==> src/rtl/uart_rx_fifo_if.sv <==
// Read-side bundle between the UART receive FIFO and the control logic that consumes it.
interface uart_rx_fifo_if #(
    parameter int DATA_BITS  = 8,
    parameter int FIFO_DEPTH = 8
);
    logic                        rd_en;
    logic                        clear_err;
    logic [DATA_BITS-1:0]        rd_data;
    logic                        rd_valid;
    logic                        rd_frame_err;
    logic                        rd_parity_err;
    logic [$clog2(FIFO_DEPTH):0] fifo_count;
    logic                        overflow;
    logic                        busy;

    modport master (
        output rd_en, clear_err,
        input  rd_data, rd_valid, rd_frame_err, rd_parity_err, fifo_count, overflow, busy
    );

    modport slave (
        input  rd_en, clear_err,
        output rd_data, rd_valid, rd_frame_err, rd_parity_err, fifo_count, overflow, busy
    );
endinterface

==> src/rtl/uart_rx_fifo.sv <==
// Oversampling UART receiver feeding a first-word-fall-through FIFO of words tagged with error flags.
module uart_rx_fifo #(
    parameter int CLK_HZ     = 50_000_000,
    parameter int BAUD       = 9600,
    parameter int OVERSAMPLE = 16,
    parameter int DATA_BITS  = 8,
    parameter int PARITY     = 0,
    parameter int FIFO_DEPTH = 8
) (
    input logic           sysclk,
    input logic           reset,
    input logic           serialIn,
    uart_rx_fifo_if.slave rdPort
);
    localparam int DIV    = (CLK_HZ + (BAUD * OVERSAMPLE) / 2) / (BAUD * OVERSAMPLE);
    localparam int DIV_W  = (DIV > 1) ? $clog2(DIV) : 1;
    localparam int TCK_W  = $clog2(OVERSAMPLE);
    localparam int BIT_W  = $clog2(DATA_BITS + 1);
    localparam int AW     = $clog2(FIFO_DEPTH);
    localparam int WORD_W = DATA_BITS + 2;

    typedef enum logic [2:0] {IDLE, START, DATA, PAR, STOP, BRK} state_t;

    state_t              state_q, state_d;
    logic                sync1_q, sync2_q;
    logic [DIV_W-1:0]    divCnt_q, divCnt_d;
    logic [TCK_W-1:0]    tickCnt_q, tickCnt_d;
    logic [BIT_W-1:0]    bitCnt_q, bitCnt_d;
    logic [DATA_BITS-1:0] shift_q, shift_d;
    logic                parErr_q, parErr_d;
    logic                pushReq_q, pushReq_d;
    logic [WORD_W-1:0]   pushWord_q, pushWord_d;
    logic                rx, tick, halfDone, bitDone;

    logic [WORD_W-1:0]   mem_q [FIFO_DEPTH];
    logic [AW-1:0]       wrPtr_q, wrPtr_d, rdPtr_q, rdPtr_d;
    logic [AW:0]         count_q, count_d;
    logic                ovf_q, ovf_d;
    logic                full, notEmpty, pop, wrEn;
    logic [WORD_W-1:0]   head;

    always_ff @(posedge sysclk or negedge reset) begin
        if (!reset) begin
            sync1_q <= 1'b1;
            sync2_q <= 1'b1;
        end else begin
            sync1_q <= serialIn;
            sync2_q <= sync1_q;
        end
    end

    assign rx       = sync2_q;
    assign tick     = (divCnt_q == DIV_W'(DIV - 1));
    assign halfDone = tick && (tickCnt_q == TCK_W'(OVERSAMPLE / 2 - 1));
    assign bitDone  = tick && (tickCnt_q == TCK_W'(OVERSAMPLE - 1));

    always_ff @(posedge sysclk or negedge reset) begin
        if (!reset) begin
            state_q    <= IDLE;
            divCnt_q   <= '0;
            tickCnt_q  <= '0;
            bitCnt_q   <= '0;
            shift_q    <= '0;
            parErr_q   <= 1'b0;
            pushReq_q  <= 1'b0;
            pushWord_q <= '0;
        end else begin
            state_q    <= state_d;
            divCnt_q   <= divCnt_d;
            tickCnt_q  <= tickCnt_d;
            bitCnt_q   <= bitCnt_d;
            shift_q    <= shift_d;
            parErr_q   <= parErr_d;
            pushReq_q  <= pushReq_d;
            pushWord_q <= pushWord_d;
        end
    end

    // The divider idles at zero so the first tick lands a fixed distance after the start edge.
    always_comb begin
        state_d    = state_q;
        tickCnt_d  = tickCnt_q;
        bitCnt_d   = bitCnt_q;
        shift_d    = shift_q;
        parErr_d   = parErr_q;
        pushReq_d  = 1'b0;
        pushWord_d = pushWord_q;
        if (state_q == IDLE || state_q == BRK || tick) divCnt_d = '0;
        else                                           divCnt_d = divCnt_q + 1'b1;
        if (tick) tickCnt_d = tickCnt_q + 1'b1;

        case (state_q)
            IDLE: begin
                tickCnt_d = '0;
                bitCnt_d  = '0;
                parErr_d  = 1'b0;
                if (!rx) state_d = START;
            end
            START: begin
                if (halfDone) begin
                    tickCnt_d = '0;
                    state_d   = rx ? IDLE : DATA;
                end
            end
            DATA: begin
                if (bitDone) begin
                    tickCnt_d = '0;
                    shift_d   = {rx, shift_q[DATA_BITS-1:1]};
                    bitCnt_d  = bitCnt_q + 1'b1;
                    if (bitCnt_q == BIT_W'(DATA_BITS - 1)) state_d = (PARITY != 0) ? PAR : STOP;
                end
            end
            PAR: begin
                if (bitDone) begin
                    tickCnt_d = '0;
                    parErr_d  = (^shift_q) ^ rx ^ (PARITY == 2);
                    state_d   = STOP;
                end
            end
            STOP: begin
                // Leaving at mid-stop-bit leaves half a bit to catch a start edge with no idle gap.
                if (bitDone) begin
                    tickCnt_d  = '0;
                    pushReq_d  = 1'b1;
                    pushWord_d = {parErr_q, ~rx, shift_q};
                    state_d    = rx ? IDLE : BRK;
                end
            end
            BRK: begin
                if (rx) state_d = IDLE;
            end
            default: state_d = IDLE;
        endcase
    end

    // At full, a simultaneous pop frees the slot the write pointer already points at.
    always_comb begin
        full     = (count_q == (AW + 1)'(FIFO_DEPTH));
        notEmpty = (count_q != '0);
        pop      = rdPort.rd_en && notEmpty;
        wrEn     = pushReq_q && (!full || pop);
        wrPtr_d  = wrPtr_q + AW'(wrEn);
        rdPtr_d  = rdPtr_q + AW'(pop);
        count_d  = count_q;
        if (wrEn && !pop)      count_d = count_q + 1'b1;
        else if (!wrEn && pop) count_d = count_q - 1'b1;
        ovf_d = ovf_q;
        if (rdPort.clear_err)          ovf_d = 1'b0;
        if (pushReq_q && full && !pop) ovf_d = 1'b1;
    end

    always_ff @(posedge sysclk or negedge reset) begin
        if (!reset) begin
            wrPtr_q <= '0;
            rdPtr_q <= '0;
            count_q <= '0;
            ovf_q   <= 1'b0;
        end else begin
            wrPtr_q <= wrPtr_d;
            rdPtr_q <= rdPtr_d;
            count_q <= count_d;
            ovf_q   <= ovf_d;
        end
    end

    always_ff @(posedge sysclk) begin
        if (wrEn) mem_q[wrPtr_q] <= pushWord_q;
    end

    assign head                 = mem_q[rdPtr_q];
    assign rdPort.rd_valid      = notEmpty;
    assign rdPort.rd_data       = notEmpty ? head[DATA_BITS-1:0] : '0;
    assign rdPort.rd_frame_err  = notEmpty & head[DATA_BITS];
    assign rdPort.rd_parity_err = notEmpty & head[DATA_BITS+1];
    assign rdPort.fifo_count    = count_q;
    assign rdPort.overflow      = ovf_q;
    assign rdPort.busy          = (state_q != IDLE);
endmodule
==> src/flat_wrapper.sv <==
// flat-port wrapper written by rule: the top's interface ports become plain ports
module uart_rx_fifo_flat 
#(
    parameter int CLK_HZ     = 50_000_000,
    parameter int BAUD       = 9600,
    parameter int OVERSAMPLE = 16,
    parameter int DATA_BITS  = 8,
    parameter int PARITY     = 0,
    parameter int FIFO_DEPTH = 8
)
  (sysclk, reset, serialIn, rdPort_rd_en, rdPort_clear_err, rdPort_rd_data, rdPort_rd_valid, rdPort_rd_frame_err, rdPort_rd_parity_err, rdPort_fifo_count, rdPort_overflow, rdPort_busy);
  uart_rx_fifo_if #(.DATA_BITS(DATA_BITS), .FIFO_DEPTH(FIFO_DEPTH)) rdPort_i ();
  input logic sysclk;
  input logic reset;
  input logic serialIn;
  input wire logic [$bits(rdPort_i.rd_en)-1:0] rdPort_rd_en;
  input wire logic [$bits(rdPort_i.clear_err)-1:0] rdPort_clear_err;
  output wire logic [$bits(rdPort_i.rd_data)-1:0] rdPort_rd_data;
  output wire logic [$bits(rdPort_i.rd_valid)-1:0] rdPort_rd_valid;
  output wire logic [$bits(rdPort_i.rd_frame_err)-1:0] rdPort_rd_frame_err;
  output wire logic [$bits(rdPort_i.rd_parity_err)-1:0] rdPort_rd_parity_err;
  output wire logic [$bits(rdPort_i.fifo_count)-1:0] rdPort_fifo_count;
  output wire logic [$bits(rdPort_i.overflow)-1:0] rdPort_overflow;
  output wire logic [$bits(rdPort_i.busy)-1:0] rdPort_busy;
  assign rdPort_i.rd_en = rdPort_rd_en;
  assign rdPort_i.clear_err = rdPort_clear_err;
  assign rdPort_rd_data = rdPort_i.rd_data;
  assign rdPort_rd_valid = rdPort_i.rd_valid;
  assign rdPort_rd_frame_err = rdPort_i.rd_frame_err;
  assign rdPort_rd_parity_err = rdPort_i.rd_parity_err;
  assign rdPort_fifo_count = rdPort_i.fifo_count;
  assign rdPort_overflow = rdPort_i.overflow;
  assign rdPort_busy = rdPort_i.busy;
  uart_rx_fifo #(.CLK_HZ(CLK_HZ), .BAUD(BAUD), .OVERSAMPLE(OVERSAMPLE), .DATA_BITS(DATA_BITS), .PARITY(PARITY), .FIFO_DEPTH(FIFO_DEPTH)) u_core (.sysclk(sysclk), .reset(reset), .serialIn(serialIn), .rdPort(rdPort_i));
endmodule
==> config.mk <==
export PLATFORM = sky130hd
export DESIGN_NAME = uart_rx_fifo_flat
export DESIGN_NICKNAME = d
export VERILOG_FILES = /design/src/rtl/uart_rx_fifo_if.sv /design/src/rtl/uart_rx_fifo.sv /design/src/flat_wrapper.sv
export SDC_FILE = /design/constraint.sdc
export NUM_CORES = 1
export LEC_CHECK = 0
export ABC_CLOCK_PERIOD_IN_PS = 6400
export CAP_MARGIN = 20
export CORE_ASPECT_RATIO = 0.7
export CORE_MARGIN = 1
export CORE_UTILIZATION = 65
export DETAILED_ROUTE_END_ITERATION = 10
export GPL_TIMING_DRIVEN = 0
export HOLD_SLACK_MARGIN = 0.05
export MAX_ROUTING_LAYER = met4
export PLACE_DENSITY_LB_ADDON = 0.3
export SLEW_MARGIN = 20
export SYNTH_ARGS = -nofsm -noshare
export SYNTH_HDL_FRONTEND = slang
export SYNTH_SLANG_ARGS = --single-unit
==> constraint.sdc <==
create_clock -name sysclk -period 6.4 [get_ports sysclk]
set_clock_uncertainty 0.1 [all_clocks]
set_input_delay 0.64 -clock sysclk [delete_from_list [all_inputs] [get_ports sysclk]]
set_output_delay 0.64 -clock sysclk [all_outputs]
set_load 0.01 [all_outputs]
==> results.yml, run 1 <==
outcome:
  status: "finished clean"
synth:
  netlist_area_um2: 5598
  synthCells: 362
  synthTopCellsByArea: "edfxtp_1 43%, dfrtp_1 23%, mux4_2 8.0%"
  yosysUniqueCellTypes: 43
  synthArstFlopShare_pct: 39.85
  ys_seq_elements: 133
  syn-num-nets: 379
  yosysTopAreaCellShare_pct: 42.91
  synth_area_per_cell_um2: 15.46
  yosys.area.top_type: "edfxtp_1"
  ys.flop_type: "edfxtp_1"
  ys_seq_area_share_pct: 66.65
  synth_warnings: 0
  synth_edf_count: 80
critical_path:
  endpoint: "rdPort_rd_data[7]"
  critical_path_buf_inv_count: 2
  critPathArrivalTime_ps: 2530
  ff2ff_setup_slack_ps: 3610
  r2r-start: "u_core.rdPort.fifo_count[1]"
  r2r-end: "u_core.rdPort.fifo_count[3]"
  worstSetupStartpoint: "u_core.rdPtr_q[1]"
  start_kind: "flop"
  worstSetupPathDepth: 5
  cp.required_ps: 5660
  crit_fanout: 10
  path_delay_family: "buffers and inverters"
  slowest_delay_ps: 550
  crit_path_end_kind: "output port"
  critical_path_class: "flop to output port"
  crit_path_top_delay_cell: "clkbuf_1"
  cp_cell_sequence: "clkbuf_1 -> mux4_2 -> mux2i_1 -> nor2_1 -> clkdlybuf4s50_1"
  reg2reg_depth: 11
power:
  power_leakage_nw: 2.743
  vdd_drop_max_mv: 0.2603
  combinationalPowerShare_pct: 13.0
  power_switching_share_pct: 23.96
  p_clk_share_pct: 43.2
  intPower_w: 0.001665
  power_density_nw_per_um2: 335.4
  p_sw_w: 0.0005247
  seqPwrFrac_pct: 43.8
layout:
  layout.nets: 421
  design_area_um2: 6529
  instances_no_fill: 518
  drive_above_1_share_pct: 19.66
  area_growth_pct: 16.63
  nFillCells: 427
  antenna_cells: 0
timing:
  finalMaxSlewViolations: 0
  fmax_mhz: 305.8
  rsz0062_at_grt: "no"
  setup_tns_ps: 0
  setup_viol: 0
  fin_crit_ps: 3270
  worst_pin_slew_ps: 1027
  final_hold_viol_count: 0
  relSlewSlack_pct: 31.31
  fin_crit_sh_pct: 51.09
route:
  via_per_inst: 6.232
  routed_wl_um: 11050
  drtPass1Iterations: 5
  drtAntennaViolNets: 0
  drc: 0
  route.vias.total: 3228
  routedWlPerCell_um: 21.33
  drtIter0Drc: 356
clock_tree:
  clk_latency_ps: 420
  h-tree-depth: 4
  cts_setup_buffers: 0
  cts_buffer_depth: 2
  cts_tree: "yes"
  clock-root-buffer: "clkbuf_16"
  cts.sinks: 133
  path_clk_slew_ps: 60
  hold_buffers: 0
  cts_made_buffers: 17
  cts_resized: 0
global_route:
  grt_pass1_wl_um: 17550
  grtUsageTotal_pct: 28.85
  grt_max_degree: 54
  antenna_found_initial: 0
  grt_pass1_vias: 3353
  grt-ovfl-total: 0
floorplan:
  coreArea_um2: 8108
  dieArea_um2: 8994
  rows: 27
  start_util_pct: 69.04
  io_pins: 22
  die_x_um: 112.9
  die_h_um: 79.65
hold_path:
  min_path_type: "input port to async pin"
placement:
  place_inst: 486
  placed_area_um2: 5957
  globalplace.congestion: 0.8248
  io_buffers: 21
  hpwl_um: 6875
flow_run:
  max_cap_violations: 0
## logic make-up after synthesis
| group | share of synthesized area, % |
|---|---|
| XOR/XNOR | 3.599 |
| adder cells (fa/ha/maj) | 2.816 |
| flip-flops | 66.65 |
| AO/OA/AOI/OAI | 3.018 |
| AND/OR/NAND/NOR | 8.337 |
| multiplexers | 13.81 |
| buffers and inverters | 1.766 |
## stage by stage
step                      util, %  total power [W]  setup WS [ps]  hold slack (ps)
after CTS                   80.52         0.002198           3110            169.2
after floorplan                 -         0.001162           3998            244.4
after global placement      73.19         0.001243           3042            246.4
after global routing        80.52         0.002257           2943            204.6
final                       80.52         0.002190           3130            143.5
after detailed placement    73.47         0.001252           3409            248.4
## synthesized netlist by cell type, types with 3 or more instances
cell and instances:
a21oi_1 8, and2_1 3, buf_2 4, clkbuf_1 7, dfrtp_1 51, edfxtp_1 80, ha_1 11, inv_1 13
mux2_2 18, mux2i_1 12, mux4_2 20, nand2_1 13, nand2b_1 5, nand3_1 11, nor2_1 36, nor3_1 4
o21ai_0 12, or3_1 3, xnor2_1 12, xor2_1 11
## registers in the layout, indices dropped and copies added, names as in the netlist
register and count:
u_core.wrPtr_q 3, u_core.rdPort.fifo_count 4, u_core.rdPort.overflow 1, u_core.tickCnt_q 4
u_core.shift_q 8, u_core.pushWord_q 10, u_core.bitCnt_q 4, u_core.sync1_q 1
u_core.state_q 3, u_core.mem_q 80, u_core.rx 1, u_core.parErr_q 1
u_core.divCnt_q 9, u_core.rdPtr_q 3, u_core.pushReq_q 1
## area by class of cell
cell class	count	area, µm²	share of cell area, %
Buffer	12	50.05	0.7666
Clock inverter	13	138.9	2.127
Inverter	13	48.80	0.7474
Multi-Input combinational cell	204	1778	27.23
Timing Repair Buffer	23	222.7	3.411
Sequential cell	133	3731	57.15
Tap cell	101	126.4	1.936
Clock buffer	19	432.9	6.631
## per-layer routing
layer | track usage, % | vias up | wire [µm]
li1 | - | 1435 | -
met1 | 36.66 | 1625 | 4623
met2 | 45.62 | 150 | 5578
met3 | 8.352 | 18 | 692
met4 | 9.737 | 0 | 154
met5 | - | - | 0
## cells in the final DEF, fill, tap and decap left out, types with 3 or more instances in the layout
cell type	instances
a21oi_1	8
and2_1	3
buf_2	4
buf_4	3
bufinv_16	3
clkbuf_1	9
clkbuf_16	17
clkdlybuf4s50_1	20
clkinv_1	3
clkinv_2	6
dfrtp_1	51
edfxtp_1	80
ha_1	11
inv_1	13
mux2_2	18
mux2i_1	12
mux4_2	20
nand2_1	13
nand2b_1	5
nand3_1	11
nor2_1	36
nor3_2	3
o21ai_0	12
or3_1	3
xnor2_1	12
xor2_1	11
## worst min path at each step
stage | endpoint | slack, ps | cells after the start
2_1_floorplan | u_core.bitCnt_q[0] | 240 | 0
3_3_place_gp | u_core.rx | 250 | 0
3_5_place_dp | u_core.rx | 250 | 0
4_1_cts | u_core.rdPtr_q[1] | 170 | 1
5_1_grt | u_core.rdPort.fifo_count[1] | 200 | 1
6_report | u_core.rdPort.fifo_count[0] | 140 | 1
## power groups by stage
| stage | Sequential, W | Combinational, W | Clock (W) |
|---|---|---|---|
| detailed placement | 0.000974 | 0.000278 | 0 |
| global route | 0.000963 | 0.000310 | 0.000984 |
| CTS | 0.000958 | 0.000288 | 0.000952 |
| floorplan | 0.000974 | 0.000188 | 0 |
| global placement | 0.000972 | 0.000271 | 0 |
| finish | 0.000958 | 0.000286 | 0.000946 |
(Power assumes the default switching activity.)
==> run 2: changes to the inputs <==
--- a/config.mk
+++ b/config.mk
@@ -5,11 +5,11 @@
 export SDC_FILE = /design/constraint.sdc
 export NUM_CORES = 1
 export LEC_CHECK = 0
-export ABC_CLOCK_PERIOD_IN_PS = 6400
+export ABC_CLOCK_PERIOD_IN_PS = 3100
 export CAP_MARGIN = 20
 export CORE_ASPECT_RATIO = 0.7
 export CORE_MARGIN = 1
-export CORE_UTILIZATION = 65
+export CORE_UTILIZATION = 60
 export DETAILED_ROUTE_END_ITERATION = 10
 export GPL_TIMING_DRIVEN = 0
 export HOLD_SLACK_MARGIN = 0.05
==> constraint.sdc (replaced) <==
create_clock -name sysclk -period 3.1 [get_ports sysclk]
set_clock_uncertainty 0.1 [all_clocks]
set_input_delay 0.31 -clock sysclk [delete_from_list [all_inputs] [get_ports sysclk]]
set_output_delay 0.31 -clock sysclk [all_outputs]
set_load 0.01 [all_outputs]
==> results.yml, run 2 (synthesis results as in run 1) <==
outcome:
  status: "finished clean"
global_route:
  grt_pass1_wl_um: 17260
  grt_pass1_vias: 3303
  antenna_found_initial: 0
  grtUsageTotal_pct: 25.30
  grt-ovfl-total: 0
  grt_max_degree: 54
critical_path:
  crit_fanout: 10
  cp.required_ps: 2690
  crit_path_end_kind: "output port"
  start_kind: "flop"
  slowest_delay_ps: 520
  critical_path_buf_inv_count: 2
  critical_path_class: "flop to output port"
  crit_path_top_delay_cell: "clkbuf_1"
  path_delay_family: "buffers and inverters"
  critPathArrivalTime_ps: 2550
  cp_cell_sequence: "nor4_1 -> clkbuf_1 -> nor2_1 -> clkdlybuf4s50_1"
placement:
  globalplace.congestion: 0.8308
  place_inst: 509
  io_buffers: 21
  hpwl_um: 6684
route:
  drtPass1Iterations: 4
  routed_wl_um: 10780
  drc: 0
  route.vias.total: 3173
  drtIter0Drc: 264
  via_per_inst: 5.854
  wl_met3_um: 830
  drtAntennaViolNets: 0
  met1_length_um: 4494
  highest_layer: "met4"
  met2_length_um: 5301
  routedWlPerCell_um: 19.89
hold_path:
  min_path_type: "input port to flop"
timing:
  rsz0062_at_grt: "no"
  fmax_mhz: 337.9
  finalMaxSlewViolations: 0
  setup_tns_ps: 0
  holdWs_ps: 206.1
  relSlewSlack_pct: 30.89
  worst_pin_slew_ps: 1033
  fin_crit_sh_pct: 95.48
  final_hold_viol_count: 0
  fin_crit_ps: 2960
  setup_viol: 0
layout:
  largest_reg_flops: 80
  nFillCells: 555
  final_common_cell: "edfxtp_1"
  largest_register: "u_core.mem_q"
  drive_above_1_share_pct: 19.86
  instances_no_fill: 542
  seq_area_um2: 3731
  multi_input_area_um2: 1780
  top_regs: "u_core.mem_q x80, u_core.pushWord_q x10, u_core.divCnt_q x9"
  layout.nets: 422
  mostFrequentLayoutCells: "80 x edfxtp_1, 51 x dfrtp_1, 35 x nor2_1"
  area_growth_pct: 17.05
  antenna_cells: 0
  final_util_pct: 72.23
floorplan:
  die_x_um: 117.5
  start_util_pct: 61.71
  rows: 29
  io_pins: 22
  dieArea_um2: 9727
  die_h_um: 82.82
  coreArea_um2: 9071
power:
  combinationalPowerShare_pct: 13.3
  p_sw_w: 0.001086
  intPower_w: 0.003367
  power_switching_share_pct: 24.39
  power_density_nw_per_um2: 679.6
  vdd_drop_max_mv: 0.5035
  power_leakage_nw: 2.725
  p_clk_share_pct: 42.2
  seqPwrFrac_pct: 44.5
flow_run:
  max_cap_violations: 0
clock_tree:
  cts_made_buffers: 17
  cts_buffer_depth: 2
  path_clk_slew_ps: 60
  clock-root-buffer: "clkbuf_16"
  h-tree-depth: 4
  cts_tree: "yes"
  clk_latency_ps: 420
  cts.sinks: 133
==> run 2: cell types whose count changed in the layout (fill, tap and decap cells not counted), sizes merged <==
cell,delta
clkinv,-5
dlygate4sd3,+1
bufinv,-1
clkbuf,+3
clkinvlp,+3
==> run 2: worst paths after layout <==
| path | start | to | slack [ps] | depth (start not counted) |
|---|---|---|---|---|
| min in group asynchronous | reset | u_core.rdPort.fifo_count[3] | 360 | 2 |
| max in group asynchronous | reset | u_core.shift_q[1] | 2060 | 2 |
| min | serialIn | u_core.sync1_q | 210 | 1 |
| max | u_core.rdPort.fifo_count[1] | rdPort_rd_data[5] | 140 | 4 |
| max reg2reg | u_core.rdPort.fifo_count[1] | u_core.rdPort.fifo_count[3] | 460 | 11 |
| min reg2reg | u_core.sync1_q | u_core.rx | 260 | 0 |
==> run 2: stage by stage <==
| step | setup WS [ps] | cell area, µm² | power, W |
|---|---|---|---|
| floorplan | 698.4 | 5598 | 0.002399 |
| global placement | 16.99 | 5963 | 0.002579 |
| detailed placement | 419.1 | 5986 | 0.002617 |
| CTS | 56.26 | 6548 | 0.004489 |
| global route | 0.8262 | 6553 | 0.004607 |
| finish | 140.2 | 6553 | 0.004453 |
==> run 2: metal layers <==
| metal | track usage, % | up-vias |
|---|---|---|
| li1 | - | 1435 |
| met1 | 32.13 | 1601 |
| met2 | 37.82 | 121 |
| met3 | 8.379 | 16 |
| met4 | 10.84 | 0 |
| met5 | - | - |
==> run 2: what timing repair did <==
| action | 4_1_cts | 5_1_grt |
|---|---|---|
| hold buffers | 1 | 0 |
| hold endpoints to repair | 51 | 0 |
| setup endpoints to repair | 0 | 3 |
| setup buffers | 0 | 0 |
| gates resized for setup | 0 | 4 |
==> run 2: final cells by class <==
cell class                 instances  share of cell area, %
buffer                            12                 0.8020
clock buffer                      22                  6.779
clock inverter                    10                  1.642
inverter                          13                 0.7447
multi-input combinational        204                  27.17
sequential                       133                  56.94
tap                              124                  2.368
timing repair buffer              24                  3.552
==> run 2: power groups by stage <==
| stage | Combinational, W | Clock [W] | Sequential [W] |
|---|---|---|---|
| global placement | 0.000571 | 0 | 0.00201 |
| CTS | 0.000605 | 0.00190 | 0.00198 |
| global route | 0.000644 | 0.00197 | 0.00199 |
| finish | 0.000592 | 0.00188 | 0.00198 |
| floorplan | 0.000388 | 0 | 0.00201 |
| detailed placement | 0.000603 | 0 | 0.00201 |
